$ cat config.mk
export PLATFORM = sky130hd
export DESIGN_NAME = clkwiz_reg_slave
export DESIGN_NICKNAME = d
export VERILOG_FILES = /design/src/rtl/clkwiz_reg_slave.sv
export SDC_FILE = /design/constraint.sdc
export NUM_CORES = 1
export LEC_CHECK = 0
export ABC_AREA = 1
export BUFFER_PORTS_ARGS = -buffer_cell sky130_fd_sc_hd__buf_4
export CAP_MARGIN = 30
export CELL_PAD_IN_SITES_DETAIL_PLACEMENT = 1
export CELL_PAD_IN_SITES_GLOBAL_PLACEMENT = 1
export CORE_MARGIN = 2
export CORE_UTILIZATION = 40
export DETAILED_ROUTE_END_ITERATION = 7
export PLACE_DENSITY = 0.87
export SETUP_SLACK_MARGIN = 0.5
export SYNTH_ARGS = -nofsm -noshare
export SYNTH_HDL_FRONTEND = slang
export SYNTH_SLANG_ARGS = --single-unit
$ cat constraint.sdc
create_clock -name clk -period 2.2 [get_ports clk]
set_clock_uncertainty 0.15 [all_clocks]
set_input_delay 0.33 -clock clk [delete_from_list [all_inputs] [get_ports clk]]
set_output_delay 0.33 -clock clk [all_outputs]
set_load 0.01 [all_outputs]
$ cat src/rtl/clkwiz_reg_slave.sv
`default_nettype none
// clkwiz_reg_slave: AXI4-Lite model of the Clock Wizard reconfiguration registers
// with a modelled lock sequence driving the active VCO/DIV outputs. Revision 1.0
module clkwiz_reg_slave #(
  parameter int          DW          = 32,
  parameter int          AW          = 12,
  parameter logic [31:0] VCO_DEFAULT = 32'h0000_0A01,
  parameter logic [31:0] DIV_DEFAULT = 32'h0000_0005,
  parameter int          LOCK_CYCLES = 16
) (
  input  logic            clk,
  input  logic            resetn,
  input  logic [AW-1:0]   S_AXI_AWADDR,
  input  logic            S_AXI_AWVALID,
  input  logic [2:0]      S_AXI_AWPROT,
  output logic            S_AXI_AWREADY,
  input  logic [DW-1:0]   S_AXI_WDATA,
  input  logic [DW/8-1:0] S_AXI_WSTRB,
  input  logic            S_AXI_WVALID,
  output logic            S_AXI_WREADY,
  output logic [1:0]      S_AXI_BRESP,
  output logic            S_AXI_BVALID,
  input  logic            S_AXI_BREADY,
  input  logic [AW-1:0]   S_AXI_ARADDR,
  input  logic [2:0]      S_AXI_ARPROT,
  input  logic            S_AXI_ARVALID,
  output logic            S_AXI_ARREADY,
  output logic [DW-1:0]   S_AXI_RDATA,
  output logic [1:0]      S_AXI_RRESP,
  output logic            S_AXI_RVALID,
  input  logic            S_AXI_RREADY,
  output logic [31:0]     active_vco,
  output logic [31:0]     active_div,
  output logic            locked,
  output logic            reconfig_done
);

  typedef enum logic {ST_IDLE = 1'b0, ST_BUSY = 1'b1} state_t;

  localparam int          c_cw        = $clog2(LOCK_CYCLES + 1);
  localparam logic [1:0]  c_okay      = 2'b00;
  localparam logic [1:0]  c_slverr    = 2'b10;
  localparam logic [AW-1:0] c_b_status = AW'(32'h004);
  localparam logic [AW-1:0] c_b_vco    = AW'(32'h200);
  localparam logic [AW-1:0] c_b_div    = AW'(32'h208);
  localparam logic [AW-1:0] c_b_cfg    = AW'(32'h25C);

  state_t            r_state, w_state_next;
  logic [c_cw-1:0]   r_cnt;
  logic              r_rst_done;
  logic              r_aw_held, r_w_held;
  logic [AW-3:0]     r_awaddr;
  logic [DW-1:0]     r_wdata;
  logic [DW/8-1:0]   r_wstrb;
  logic [31:0]       r_vco, r_div;
  logic [7:0]        r_cfg;

  logic              w_commit, w_busy, w_cfg_start;
  logic              w_wr_status, w_wr_vco, w_wr_div, w_wr_cfg;
  logic [AW-3:0]     w_rd_word;
  logic [DW-1:0]     w_rdata;
  logic [1:0]        w_rresp;
  logic              w_unused;

  assign w_unused = ^{S_AXI_AWPROT, S_AXI_ARPROT, S_AXI_AWADDR[1:0], S_AXI_ARADDR[1:0]};

  // Ready outputs stay low until the first edge out of reset.
  assign S_AXI_AWREADY = r_rst_done & ~r_aw_held & ~S_AXI_BVALID;
  assign S_AXI_WREADY  = r_rst_done & ~r_w_held  & ~S_AXI_BVALID;
  assign S_AXI_ARREADY = r_rst_done & ~S_AXI_RVALID;

  assign w_busy      = (r_state == ST_BUSY);
  assign w_commit    = r_aw_held & r_w_held;
  assign w_wr_status = (r_awaddr == c_b_status[AW-1:2]);
  assign w_wr_vco    = (r_awaddr == c_b_vco[AW-1:2]);
  assign w_wr_div    = (r_awaddr == c_b_div[AW-1:2]);
  assign w_wr_cfg    = (r_awaddr == c_b_cfg[AW-1:2]);
  assign w_cfg_start = w_commit & w_wr_cfg & ~w_busy & r_wstrb[0] & r_wdata[0];
  assign w_rd_word   = S_AXI_ARADDR[AW-1:2];

  always_comb begin
    w_rdata = '0;
    w_rresp = c_okay;
    if (w_rd_word == c_b_status[AW-1:2])   w_rdata = {{(DW-1){1'b0}}, locked};
    else if (w_rd_word == c_b_vco[AW-1:2]) w_rdata = r_vco;
    else if (w_rd_word == c_b_div[AW-1:2]) w_rdata = r_div;
    else if (w_rd_word == c_b_cfg[AW-1:2]) w_rdata = w_busy ? {{(DW-8){1'b0}}, r_cfg} : '0;
    else                                   w_rresp = c_slverr;
  end

  always_ff @(posedge clk) begin
    if (!resetn) r_state <= ST_BUSY;
    else         r_state <= w_state_next;
  end

  always_comb begin
    w_state_next = r_state;
    case (r_state)
      ST_IDLE: if (w_cfg_start) w_state_next = ST_BUSY;
      ST_BUSY: if (r_cnt == '0) w_state_next = ST_IDLE;
      default: w_state_next = ST_IDLE;
    endcase
  end

  always_ff @(posedge clk) begin
    if (!resetn) begin
      r_rst_done    <= 1'b0;
      r_aw_held     <= 1'b0;
      r_w_held      <= 1'b0;
      r_awaddr      <= '0;
      r_wdata       <= '0;
      r_wstrb       <= '0;
      S_AXI_BVALID  <= 1'b0;
      S_AXI_BRESP   <= c_okay;
      S_AXI_RVALID  <= 1'b0;
      S_AXI_RDATA   <= '0;
      S_AXI_RRESP   <= c_okay;
      r_vco         <= VCO_DEFAULT;
      r_div         <= DIV_DEFAULT;
      r_cfg         <= '0;
      active_vco    <= VCO_DEFAULT;
      active_div    <= DIV_DEFAULT;
      locked        <= 1'b0;
      reconfig_done <= 1'b0;
      r_cnt         <= c_cw'(LOCK_CYCLES);
    end else begin
      r_rst_done    <= 1'b1;
      reconfig_done <= 1'b0;

      if (S_AXI_AWVALID && S_AXI_AWREADY) begin
        r_aw_held <= 1'b1;
        r_awaddr  <= S_AXI_AWADDR[AW-1:2];
      end
      if (S_AXI_WVALID && S_AXI_WREADY) begin
        r_w_held <= 1'b1;
        r_wdata  <= S_AXI_WDATA;
        r_wstrb  <= S_AXI_WSTRB;
      end
      if (S_AXI_BVALID && S_AXI_BREADY) S_AXI_BVALID <= 1'b0;

      if (w_commit) begin
        r_aw_held    <= 1'b0;
        r_w_held     <= 1'b0;
        S_AXI_BVALID <= 1'b1;
        S_AXI_BRESP  <= c_okay;
        if (w_wr_vco) begin
          for (int b = 0; b < DW/8; b++)
            if (r_wstrb[b]) r_vco[8*b +: 8] <= r_wdata[8*b +: 8];
        end else if (w_wr_div) begin
          for (int b = 0; b < DW/8; b++)
            if (r_wstrb[b]) r_div[8*b +: 8] <= r_wdata[8*b +: 8];
        end else if (w_wr_cfg) begin
          if (w_busy)          S_AXI_BRESP <= c_slverr;
          else if (r_wstrb[0]) r_cfg <= r_wdata[7:0];
        end else if (!w_wr_status) begin
          S_AXI_BRESP <= c_slverr;
        end
      end

      // VCO/DIV are sampled on the completion edge, so late writes still land.
      if (w_cfg_start) begin
        locked <= 1'b0;
        r_cnt  <= c_cw'(LOCK_CYCLES);
      end else if (w_busy) begin
        if (r_cnt != '0) begin
          r_cnt <= r_cnt - 1'b1;
        end else begin
          active_vco    <= r_cfg[1] ? r_vco : VCO_DEFAULT;
          active_div    <= r_cfg[1] ? r_div : DIV_DEFAULT;
          locked        <= 1'b1;
          r_cfg         <= '0;
          reconfig_done <= 1'b1;
        end
      end

      if (S_AXI_ARVALID && S_AXI_ARREADY) begin
        S_AXI_RVALID <= 1'b1;
        S_AXI_RDATA  <= w_rdata;
        S_AXI_RRESP  <= w_rresp;
      end else if (S_AXI_RVALID && S_AXI_RREADY) begin
        S_AXI_RVALID <= 1'b0;
      end
    end
  end

endmodule
`default_nettype wire

==> reports/metrics.yaml, run 1 <==
hold_viol_final: 0
power_mw: 10.7
postRouteAntennaNets: 0
status: "complete, no violations"
setup_violations: 0
critPathLaunch: "r_cnt[1]"
fin_crit_sh_pct: 98.4
required_ns: 2.46
start_util_pct: 40.4
worstSetupEndpoint: "active_div[1]"
die_y_um: 155
drv_cap: 0
place_area_um2: 10700
final_area_um2: 14100
drive_above_1_share_pct: 37.3
clk_pin_slew_ns: 0.07
ys_top_cells_by_area: "dfxtp_1 (50%), nand2_1 (9.6%), a21oi_1 (8.0%), o21ai_0 (7.4%), inv_1 (4.6%)"
pre_cts_ws_ns: 0.135
crit_path_end_kind: "register"
fin_ws_ns: 0.0347
syn_to_final_growth_pct: 55.2
vias: 11071
finalSetupTns_ns: 0
grt_pass1_vias: 10386
portBuffers: 167
cts_tree: "built"
startpoint_type: "register"
path_class: "reg2reg"
overflow: 0
grt_pass1_wl_mm: 59.6
dieWidth_um: 155
max_clock_freq_mhz: 462
rsz0062_at_grt: "yes"
drt-vias-per-instance: 6.36
maxSlewHeadroom_pct: 41.6
leakagePower_nw: 5.62
clock_path_buffers: 3
timing.rr.start: "r_cnt[1]"
synthArstFlopShare_pct: 0
core_um2: 22500
yosysWarnings: 0
dp_hpwl_mm: 19.9
r2r_setup_slack_ns: 0.03
yosys.area.top_type: "dfxtp_1"
cts.sinks: 229
drtIter0Drc: 1291
clk_latency_ns: 0.56
wire_per_inst_um: 30.1
antenna_found_initial: 1
arrival_ns: 2.43
ioPinCount: 180
drc_errors: 0
syn-instance-count: 1155
final-max-slew-violation-count: 0
clkPwrFrac_pct: 39.5
rr_endpoint: "active_div[1]"
synth-main-ff-cell: "dfxtp_1"
ir_drop_mv: 0.564
swShare_pct: 31.0
seq_power_share_pct: 41.2
power.net_switching_mw: 3.33
intPower_mw: 7.40
synth_cell_types: 36
synth_common_cells: "nand2_1 (232), dfxtp_1 (229), a21oi_1 (145), o21ai_0 (134), inv_1 (111)"
ys_ff_latch: 229
place_inst: 1567
p_per_area_nw_per_um2: 760
row_count: 55
hold_class: "in2reg"
r2r_cells: 9
grt_max_degree: 66
drt-total-wl_mm: 52.3
cts_max_level: 1
synth_area_per_cell_um2: 7.87
place_congestion: 0.840
seq_area_frac_synth_pct: 50.4
final_nets: 1513
synth_area_um2: 9090
cp_max_fo: 6
cts-root-buf: "clkbuf_16"
worst-slew-pin-transition_ns: 0.877
cts_made_buffers: 25
min_from: "S_AXI_WDATA[1]"
p_comb_share_pct: 19.3
drt_first_pass_iters: 5
dieArea_um2: 24000
grt_usage_pct: 31.8
yosysMostFrequentCell: "nand2_1"
synth_edf_count: 0
layout_min_cycle_time_ns: 2.17
synth_top_area_share_pct: 50.4
instances_no_fill: 1740
[per-layer routing]
layer	track usage, %	up-vias	share of wire [%]
li1	-	4434	-
met1	38.6	5296	34
met2	53.1	980	47
met3	6.61	361	9.6
met4	16.9	0	8.8
met5	0	-	0
[cells by family (layout without fill, tap and decap cells)]
kind of cell / Yosys count / count (layout) / share of synthesized area (%)
simple gates: 389 / 394 / 19.4
compound gates: 340 / 340 / 21.1
flops: 229 / 229 / 50.4
buf+inv: 192 / 485 / 8.63
xor+xnor: 3 / 3 / 0.289
fa+ha+maj: 1 / 1 / 0.138
other cells: 1 / 3 / 0.0412
[power by group through the flow]
| stage | Clock [mW] | Combinational, mW | Sequential, mW |
|---|---|---|---|
| after detailed placement | 0 | 1.05 | 4.44 |
| after global placement | 0 | 1.01 | 4.43 |
| final | 4.23 | 2.07 | 4.42 |
| after floorplan | 0 | 0.680 | 4.43 |
| after CTS | 4.02 | 1.63 | 4.37 |
| after global routing | 4.38 | 2.12 | 4.42 |
[cells in the final DEF, fill, tap and decap left out, drive strengths merged, types with 12 or more instances in the layout]
| cell | n |
|---|---|
| buf | 280 |
| nand2 | 237 |
| dfxtp | 229 |
| a21oi | 145 |
| o21ai | 144 |
| inv | 117 |
| nand3 | 81 |
| nor2 | 46 |
| dlygate4sd3 | 42 |
| clkbuf | 37 |
| o31ai | 32 |
| nand4 | 17 |
| o211ai | 12 |
[through the flow]
stage                     util (%)  hold WS, ns
after floorplan                  -        0.208
after global placement        47.6        0.288
after detailed placement      47.6        0.295
after CTS                     57.0       0.0204
after global routing          62.7        0.104
final                         62.7       0.0827
[flip-flops by register name, indices dropped and copies added, names as in the netlist]
name           cells
r_awaddr          10
r_rst_done         1
active_div        32
locked             1
r_cnt              5
S_AXI_BRESP        1
r_div             32
S_AXI_BVALID       1
S_AXI_RVALID       1
r_state            1
r_cfg              8
active_vco        32
r_vco             32
reconfig_done      1
r_wstrb            4
r_wdata           32
r_w_held           1
r_aw_held          1
S_AXI_RRESP        1
S_AXI_RDATA       32
[what timing repair did]
action                                  CTS  global route
cloned                                   13             7
hold buffers                             41             1
gates resized for setup                 100           262
endpoints found under the hold margin    41             1
setup buffers                            32            36
pin swaps                                13            41
endpoints found under the setup margin  169           182
[worst min path at each step]
stage	to	slack [ns]	cells past startpoint
detailed placement	active_vco[1]	0.30	2
floorplan	r_rst_done	0.21	0
global placement	active_vco[13]	0.29	2
CTS	r_wdata[4]	0.02	3
finish	r_wdata[1]	0.08	3
global route	r_wdata[4]	0.10	3
[layout make-up]
| class | count | area, µm² |
|---|---|---|
| Clock buffer | 34 | 679 |
| Fill cell | 2499 | 8390 |
| Multi-Input combinational cell | 740 | 4720 |
| Tap cell | 285 | 357 |
| Timing Repair Buffer | 325 | 3190 |
| Clock inverter | 8 | 82.6 |
| Inverter | 117 | 474 |
| Timing Repair inverter | 1 | 11.3 |
| Antenna cell | 1 | 2.50 |
| Sequential cell | 229 | 4600 |
[critical path, stage by stage (launching register included)]
cell	delay, ns
dfxtp_2	0.33
inv_2	0.06
ha_4	0.12
nand4_1	0.17
or2_4	0.36
nor2_8	0.14
buf_12	0.13
inv_8	0.07
buf_12	0.15
o31ai_1	0.34
No activity file was read; power rests on OpenSTA's default activity.
==> run 2: changes to the inputs <==
--- a/config.mk
+++ b/config.mk
@@ -11,9 +11,9 @@
 export CELL_PAD_IN_SITES_DETAIL_PLACEMENT = 1
 export CELL_PAD_IN_SITES_GLOBAL_PLACEMENT = 1
 export CORE_MARGIN = 2
-export CORE_UTILIZATION = 40
+export CORE_UTILIZATION = 25
 export DETAILED_ROUTE_END_ITERATION = 7
-export PLACE_DENSITY = 0.87
+export PLACE_DENSITY = 0.62
 export SETUP_SLACK_MARGIN = 0.5
 export SYNTH_ARGS = -nofsm -noshare
 export SYNTH_HDL_FRONTEND = slang
==> reports/metrics.yaml, run 2 (same netlist as run 1, synthesis figures left out) <==
status: "complete, no violations"  # unchanged
clk_pin_slew_ns: 0.06  # was 0.07 ns
layout_commonest_cell: "nand2_1"
ioPinCount: 180  # unchanged
startpoint_type: "register"  # unchanged
hold_class: "in2reg"  # unchanged
worst-slew-pin-transition_ns: 0.746  # was 0.877 ns
crit_path_end_kind: "register"  # unchanged
fin_ws_ns: 0.387  # was 0.0347 ns
drt_first_pass_iters: 4  # was 5
r2r_setup_slack_ns: 0.39  # was 0.03 ns
start_util_pct: 25.5  # was 40.4%
cp_max_fo: 4  # was 6
drt-total-wl_mm: 34.8  # was 52.3 mm
grt_max_degree: 80  # was 66
antenna_found_initial: 0  # was 1
diodes: 0  # was 1
vias: 8828  # was 11071
overflow: 0  # unchanged
drc_errors: 0  # unchanged
worst_path_largest_cell_delay_ns: 0.33  # was 0.36 ns
cp_top_family: "buffers and inverters"  # was simple AND/OR/NAND/NOR gates
row_count: 69  # was 55
finalSetupTns_ns: 0  # unchanged
setup_violations: 0  # unchanged
drt-vias-per-instance: 4.67  # was 6.36
die_y_um: 195  # was 155 µm
max_clock_freq_mhz: 552  # was 462 MHz
required_ns: 2.44  # was 2.46 ns
final_cell_mix: "nand2_1 (221), dfxtp_1 (218), buf_4 (207)"  # was dfxtp_1 (215), buf_4 (215), nand2_1 (208)
dp_hpwl_mm: 21.4  # was 19.9 mm
pre_cts_ws_ns: 0.123  # was 0.135 ns
arrival_ns: 2.05  # was 2.43 ns
leakagePower_nw: 5.42  # was 5.62 nW
rsz0062_at_grt: "yes"  # unchanged
critical_path.most_common_cell: "buf_6"  # was buf_12
cts_made_buffers: 26  # was 25
dieWidth_um: 195  # was 155 µm
fin_hold_ws_ns: 0.0372  # was 0.0827 ns
final-max-slew-violation-count: 0  # unchanged
instances_no_fill: 1889  # was 1740
cp_cell_sequence: "inv_2, nor2_4, nand2_2, nor2_4, nand2_4, buf_12, nor3_4, buf_6, buf_6, buf_6, o211ai_1"  # was inv_2, ha_4, nand4_1, or2_4, nor2_8, buf_12, inv_8, buf_12, o31ai_1
drive_above_1_share_pct: 30.3  # was 37.3%
critPathSlowestCell: "dfxtp_2"  # was or2_4
wire_per_inst_um: 18.4  # was 30.1 µm
grt_usage_pct: 17.3  # was 31.8%
fin_crit_sh_pct: 82.4  # was 98.4%
final_nets: 1483  # was 1513
cts.sinks: 229  # unchanged
cts_tree: "built"  # unchanged
cts-root-buf: "clkbuf_16"  # unchanged
clock_path_buffers: 3  # unchanged
r2r_cells: 11  # was 9
core_um2: 35700  # was 22500 µm²
p_per_area_nw_per_um2: 787  # was 760 nW/µm²
clk_latency_ns: 0.53  # was 0.56 ns
portBuffers: 167  # unchanged
place_congestion: 0.772  # was 0.840
hold_viol_final: 0  # unchanged
maxSlewHeadroom_pct: 50.2  # was 41.6%
postRouteAntennaNets: 0  # unchanged
min_path_cells: 3  # unchanged
path_class: "reg2reg"  # unchanged
min_from: "S_AXI_WDATA[6]"  # was S_AXI_WDATA[1]
min_to: "r_wdata[6]"  # was r_wdata[1]
grt_pass1_vias: 8891  # was 10386
dieArea_um2: 37900  # was 24000 µm²
drv_cap: 0  # unchanged
worst-path-buf-inv: 5  # was 4
cts_max_level: 1  # unchanged
layout_min_cycle_time_ns: 1.81  # was 2.17 ns
ir_drop_mv: 0.455  # was 0.564 mV
syn_to_final_growth_pct: 49.3  # was 55.2%
rr_endpoint: "r_vco[9]"  # was active_div[1]
drtIter0Drc: 361  # was 1291
grt_pass1_wl_mm: 51.6  # was 59.6 mm
timing.rr.start: "r_awaddr[7]"  # was r_cnt[1]
place_inst: 1745  # was 1567
nFillCells: 4199  # was 2499
run 2: layout make-up:
| class | instances | area (µm²) | share of cell area, % |
|---|---|---|---|
| repair inverters | 1 | 16.3 | 0.120 |
| flip-flops and latches | 229 | 4600 | 33.9 |
| clock inverters | 8 | 140 | 1.03 |
| clock buffers | 39 | 791 | 5.82 |
| inverters | 117 | 475 | 3.50 |
| well taps | 461 | 577 | 4.25 |
| repair buffers | 299 | 2800 | 20.6 |
| multi-input cells | 735 | 4180 | 30.8 |
run 2: worst max-delay path by stage:
stage | start | endpoint | slack, ns | cells past startpoint
after global routing | r_awaddr[7] | r_vco[13] | 0.26 | 11
final | r_awaddr[7] | r_vco[9] | 0.39 | 11
after floorplan | r_cnt[0] | active_vco[19] | 0.51 | 10
after detailed placement | r_cnt[1] | active_div[1] | 0.12 | 7
after global placement | r_cnt[1] | active_div[14] | 0.18 | 7
after CTS | r_rst_done | S_AXI_WREADY | 0.42 | 3
run 2: worst min-delay path: cells and delay by family:
kind                   cells  cell delay [ns]
AO/OA/AOI/OAI              2             0.28
buffers and inverters      1             0.08
run 2: metrics by stage:
step                util [%]  power (mW)  instance area (µm²)
floorplan                  -        5.10                 9110
global placement        30.6        5.48                10900
detailed placement      30.6        5.51                10900
CTS                     36.1        10.6                12900
global route            38.1        11.1                13600
finish                  38.1        10.7                13600
run 2: per-layer routing:
layer,wire [µm],track usage [%],vias to the layer above
met3,1500,2.69,35
met4,570,3.87,0
li1,-,-,4358
met5,0,0,-
met1,16000,22.7,4272
met2,16600,29.7,163
run 2: timing repair:
action                     in CTS  in global routing
hold buffers                   46                  1
pin swaps                      17                 36
hold endpoints to repair       46                  1
cloned                          5                  5
gates resized for setup        92                103
buffers inserted               16                 24
setup endpoints to repair     147                196
run 2: power by group:
part,internal (mW),leakage [nW],total (mW),switching (mW)
registers,4.27,1.86,4.37,0.0967
logic,0.711,3.10,1.62,0.905
clock network,2.93,0.461,4.70,1.76
total,7.92,5.42,10.7,2.76
==> run 3: changes to the inputs <==
--- a/config.mk
+++ b/config.mk
@@ -5,7 +5,7 @@
 export SDC_FILE = /design/constraint.sdc
 export NUM_CORES = 1
 export LEC_CHECK = 0
-export ABC_AREA = 1
+export ABC_AREA = 0
 export BUFFER_PORTS_ARGS = -buffer_cell sky130_fd_sc_hd__buf_4
 export CAP_MARGIN = 30
 export CELL_PAD_IN_SITES_DETAIL_PLACEMENT = 1
@@ -13,7 +13,7 @@
 export CORE_MARGIN = 2
 export CORE_UTILIZATION = 25
 export DETAILED_ROUTE_END_ITERATION = 7
-export PLACE_DENSITY = 0.62
+export PLACE_DENSITY = 0.6
 export SETUP_SLACK_MARGIN = 0.5
 export SYNTH_ARGS = -nofsm -noshare
 export SYNTH_HDL_FRONTEND = slang
==> constraint.sdc (replaced) <==
create_clock -name clk -period 1.7 [get_ports clk]
set_clock_uncertainty 0.15 [all_clocks]
set_input_delay 0.255 -clock clk [delete_from_list [all_inputs] [get_ports clk]]
set_output_delay 0.255 -clock clk [all_outputs]
set_load 0.01 [all_outputs]
==> reports/metrics.yaml, run 3 <==
cp_cell_sequence: "or4b_4, nor4_4, buf_6, buf_12, nand3_4, mux2i_1, nor2b_1"  # was inv_2, nor2_4, nand2_2, nor2_4, nand2_4, buf_12, nor3_4, buf_6, buf_6, buf_6, o211ai_1
start_util_pct: 25.4  # was 25.5%
r2r_setup_slack_ns: -0.46  # was 0.39 ns
vias: 7612  # was 8828
grt_usage_pct: 18.4  # was 17.3%
drtIter0Drc: 262  # was 361
finalSetupTns_ns: -33.65  # was 0 ns
leakagePower_nw: 6.68  # was 5.42 nW
synth_area_per_cell_um2: 10.0  # was 7.87 µm²
seq_area_frac_synth_pct: 53.9  # was 50.4%
ir_drop_mv: 0.618  # was 0.455 mV
yosys.area.top_type: "dfxtp_1"  # unchanged
min_to: "S_AXI_RVALID"  # was r_wdata[6]
critPathSlowestCell: "or4b_4"  # was dfxtp_2
dieArea_um2: 35500  # was 37900 µm²
cts_tree: "built"  # unchanged
min_path_cells: 4  # was 3
ys_ff_latch: 229  # unchanged
drt-vias-per-instance: 4.55  # was 4.67
startpoint_type: "register"  # unchanged
die_y_um: 188  # was 195 µm
crit_path_end_kind: "register"  # unchanged
grt_max_degree: 66  # was 80
final_nets: 1281  # was 1483
hold_class: "in2reg"  # unchanged
wire_per_inst_um: 19.9  # was 18.4 µm
cp_max_fo: 8  # was 4
rr_endpoint: "r_div[22]"  # was r_vco[9]
drive_above_1_share_pct: 50.8  # was 30.3%
worst_path_largest_cell_delay_ns: 0.55  # was 0.33 ns
yosysWarnings: 0  # unchanged
max_clock_freq_mhz: 463  # was 552 MHz
hold_viol_final: 1  # was 0
ioPinCount: 180  # unchanged
grt_pass1_wl_mm: 50.2  # was 51.6 mm
arrival_ns: 2.42  # was 2.05 ns
syn-instance-count: 849  # was 1155
violations: "hold timing, setup timing"
place_inst: 1460  # was 1745
layout_commonest_cell: "buf_4"  # was nand2_1
core_um2: 33500  # was 35700 µm²
cts_max_level: 1  # unchanged
synth_area_um2: 8510  # was 9090 µm²
cts_made_buffers: 27  # was 26
clk_latency_ns: 0.52  # was 0.53 ns
layout_min_cycle_time_ns: 2.16  # was 1.81 ns
instances_no_fill: 1673  # was 1889
clk_pin_slew_ns: 0.06  # about the same
portBuffers: 167  # unchanged
postRouteAntennaNets: 0  # unchanged
required_ns: 1.96  # was 2.44 ns
diodes: 0  # unchanged
cts.sinks: 229  # unchanged
final_cell_mix: "buf_4 (141), buf_6 (137), dfxtp_1 (121)"  # was nand2_1 (221), dfxtp_1 (218), buf_4 (207)
timing.rr.start: "r_awaddr[4]"  # was r_awaddr[7]
synth-main-ff-cell: "dfxtp_1"  # unchanged
rsz0062_at_grt: "yes"  # unchanged
row_count: 67  # was 69
synth_common_cells: "dfxtp_1 (229), nand2_1 (140), mux2i_1 (94), nor2b_1 (68), a22o_1 (60)"  # was nand2_1 (232), dfxtp_1 (229), a21oi_1 (145), o21ai_0 (134), inv_1 (111)
synth_cell_types: 44  # was 36
syn_to_final_growth_pct: 76.5  # was 49.3%
synth_edf_count: 0  # unchanged
final-max-slew-violation-count: 0  # unchanged
synth_top_area_share_pct: 53.9  # was 50.4%
p_per_area_nw_per_um2: 907  # was 787 nW/µm²
grt_pass1_vias: 8224  # was 8891
drc_errors: 0  # unchanged
dieWidth_um: 188  # was 195 µm
r2r_cells: 7  # was 11
yosysMostFrequentCell: "dfxtp_1"  # was nand2_1
pre_cts_ws_ns: -0.501  # was 0.123 ns
drt_first_pass_iters: 4  # unchanged
setup_violations: 139  # was 0
place_congestion: 0.745  # was 0.772
path_class: "reg2reg"  # unchanged
clock_path_buffers: 3  # unchanged
dp_hpwl_mm: 18.1  # was 21.4 mm
fin_ws_ns: -0.460  # was 0.387 ns
min_from: "S_AXI_ARVALID"  # was S_AXI_WDATA[6]
antenna_found_initial: 0  # unchanged
drt-total-wl_mm: 33.2  # was 34.8 mm
cts-root-buf: "clkbuf_16"  # unchanged
fin_crit_sh_pct: 127  # was 82.4%
ys_top_cells_by_area: "dfxtp_1 (54%), mux2i_1 (11%), a22o_1 (6.2%), nand2_1 (6.2%), nor2b_1 (5.0%)"  # was dfxtp_1 (50%), nand2_1 (9.6%), a21oi_1 (8.0%), o21ai_0 (7.4%), inv_1 (4.6%)
drv_cap: 0  # unchanged
fin_hold_ws_ns: -0.0241  # was 0.0372 ns
status: "finished with violations"  # was complete, no violations
synthArstFlopShare_pct: 0  # unchanged
overflow: 0  # unchanged
## run 3: worst max-delay path by stage
stage	from	to	slack [ns]	depth (start not counted)
after floorplan	r_awaddr[0]	r_vco[11]	-0.57	6
after detailed placement	S_AXI_ARADDR[6]	S_AXI_RDATA[3]	-0.50	6
final	r_awaddr[4]	r_div[22]	-0.46	7
after CTS	r_awaddr[4]	r_div[22]	-0.47	7
after global routing	r_awaddr[4]	r_div[22]	-0.57	7
after global placement	S_AXI_ARADDR[6]	S_AXI_RDATA[6]	-0.48	6
## run 3: layout make-up
type / count / area (µm²)
clock buffer: 39 / 771
clock inverter: 8 / 95.1
fill: 3562 / 18500
inverter: 8 / 32.5
multi-input combinational: 558 / 4460
sequential: 229 / 4740
tap: 448 / 561
timing repair buffer: 383 / 4360
## run 3: what timing repair did
| item | in CTS | in global routing |
|---|---|---|
| buffers inserted | 73 | 18 |
| gates resized for setup | 329 | 110 |
| hold buffers | 49 | 1 |
| pin swaps | 47 | 40 |
| gates cloned | 22 | 3 |
| hold endpoints to repair | 49 | 5 |
| setup endpoints to repair | 331 | 332 |
## run 3: worst max-delay path: cells and delay by family (launching register included)
kind	cells	cell delay, ns
buf+inv	2	0.29
flops	1	0.31
mux	1	0.22
simple gates	4	1.09
## run 3: where the power goes
group,leakage (nW),internal [mW],switching [mW],total (mW)
clock,0.421,3.43,2.28,5.71
combinational,4.36,1.28,0.995,2.27
sequential,1.90,5.50,0.140,5.64
## run 3: metrics by stage
stage / hold WS, ns / power [mW] / util, % / instance area (µm²)
2_1_floorplan: 0.133 / 6.56 / - / 8970
3_3_place_gp: 0.293 / 7.01 / 32.3 / 10800
3_5_place_dp: 0.299 / 7.04 / 32.3 / 10800
4_1_cts: -0.0116 / 13.6 / 42.9 / 14400
5_1_grt: -0.0306 / 14.2 / 44.8 / 15000
6_report: -0.0241 / 13.6 / 44.8 / 15000
## run 3: layer usage
metal / up-vias / global-route usage, % / share of wire, %
met5: - / 0 / 0
met4: 0 / 4.63 / 1.9
li1: 3676 / - / -
met1: 3762 / 23.5 / 44
met3: 32 / 2.63 / 3.6
met2: 142 / 32.4 / 51
## run 3: cells by family (layout without fill, tap and decap cells)
family,Yosys count,after routing,synth area share [%]
simple gates,276,278,16.0
flops,229,229,53.9
compound gates,180,180,15.5
mux,94,94,11.1
buf+inv,65,438,3.06
xor+xnor,3,3,0.309
fa+ha+maj,1,1,0.147
other cells,1,2,0.0441
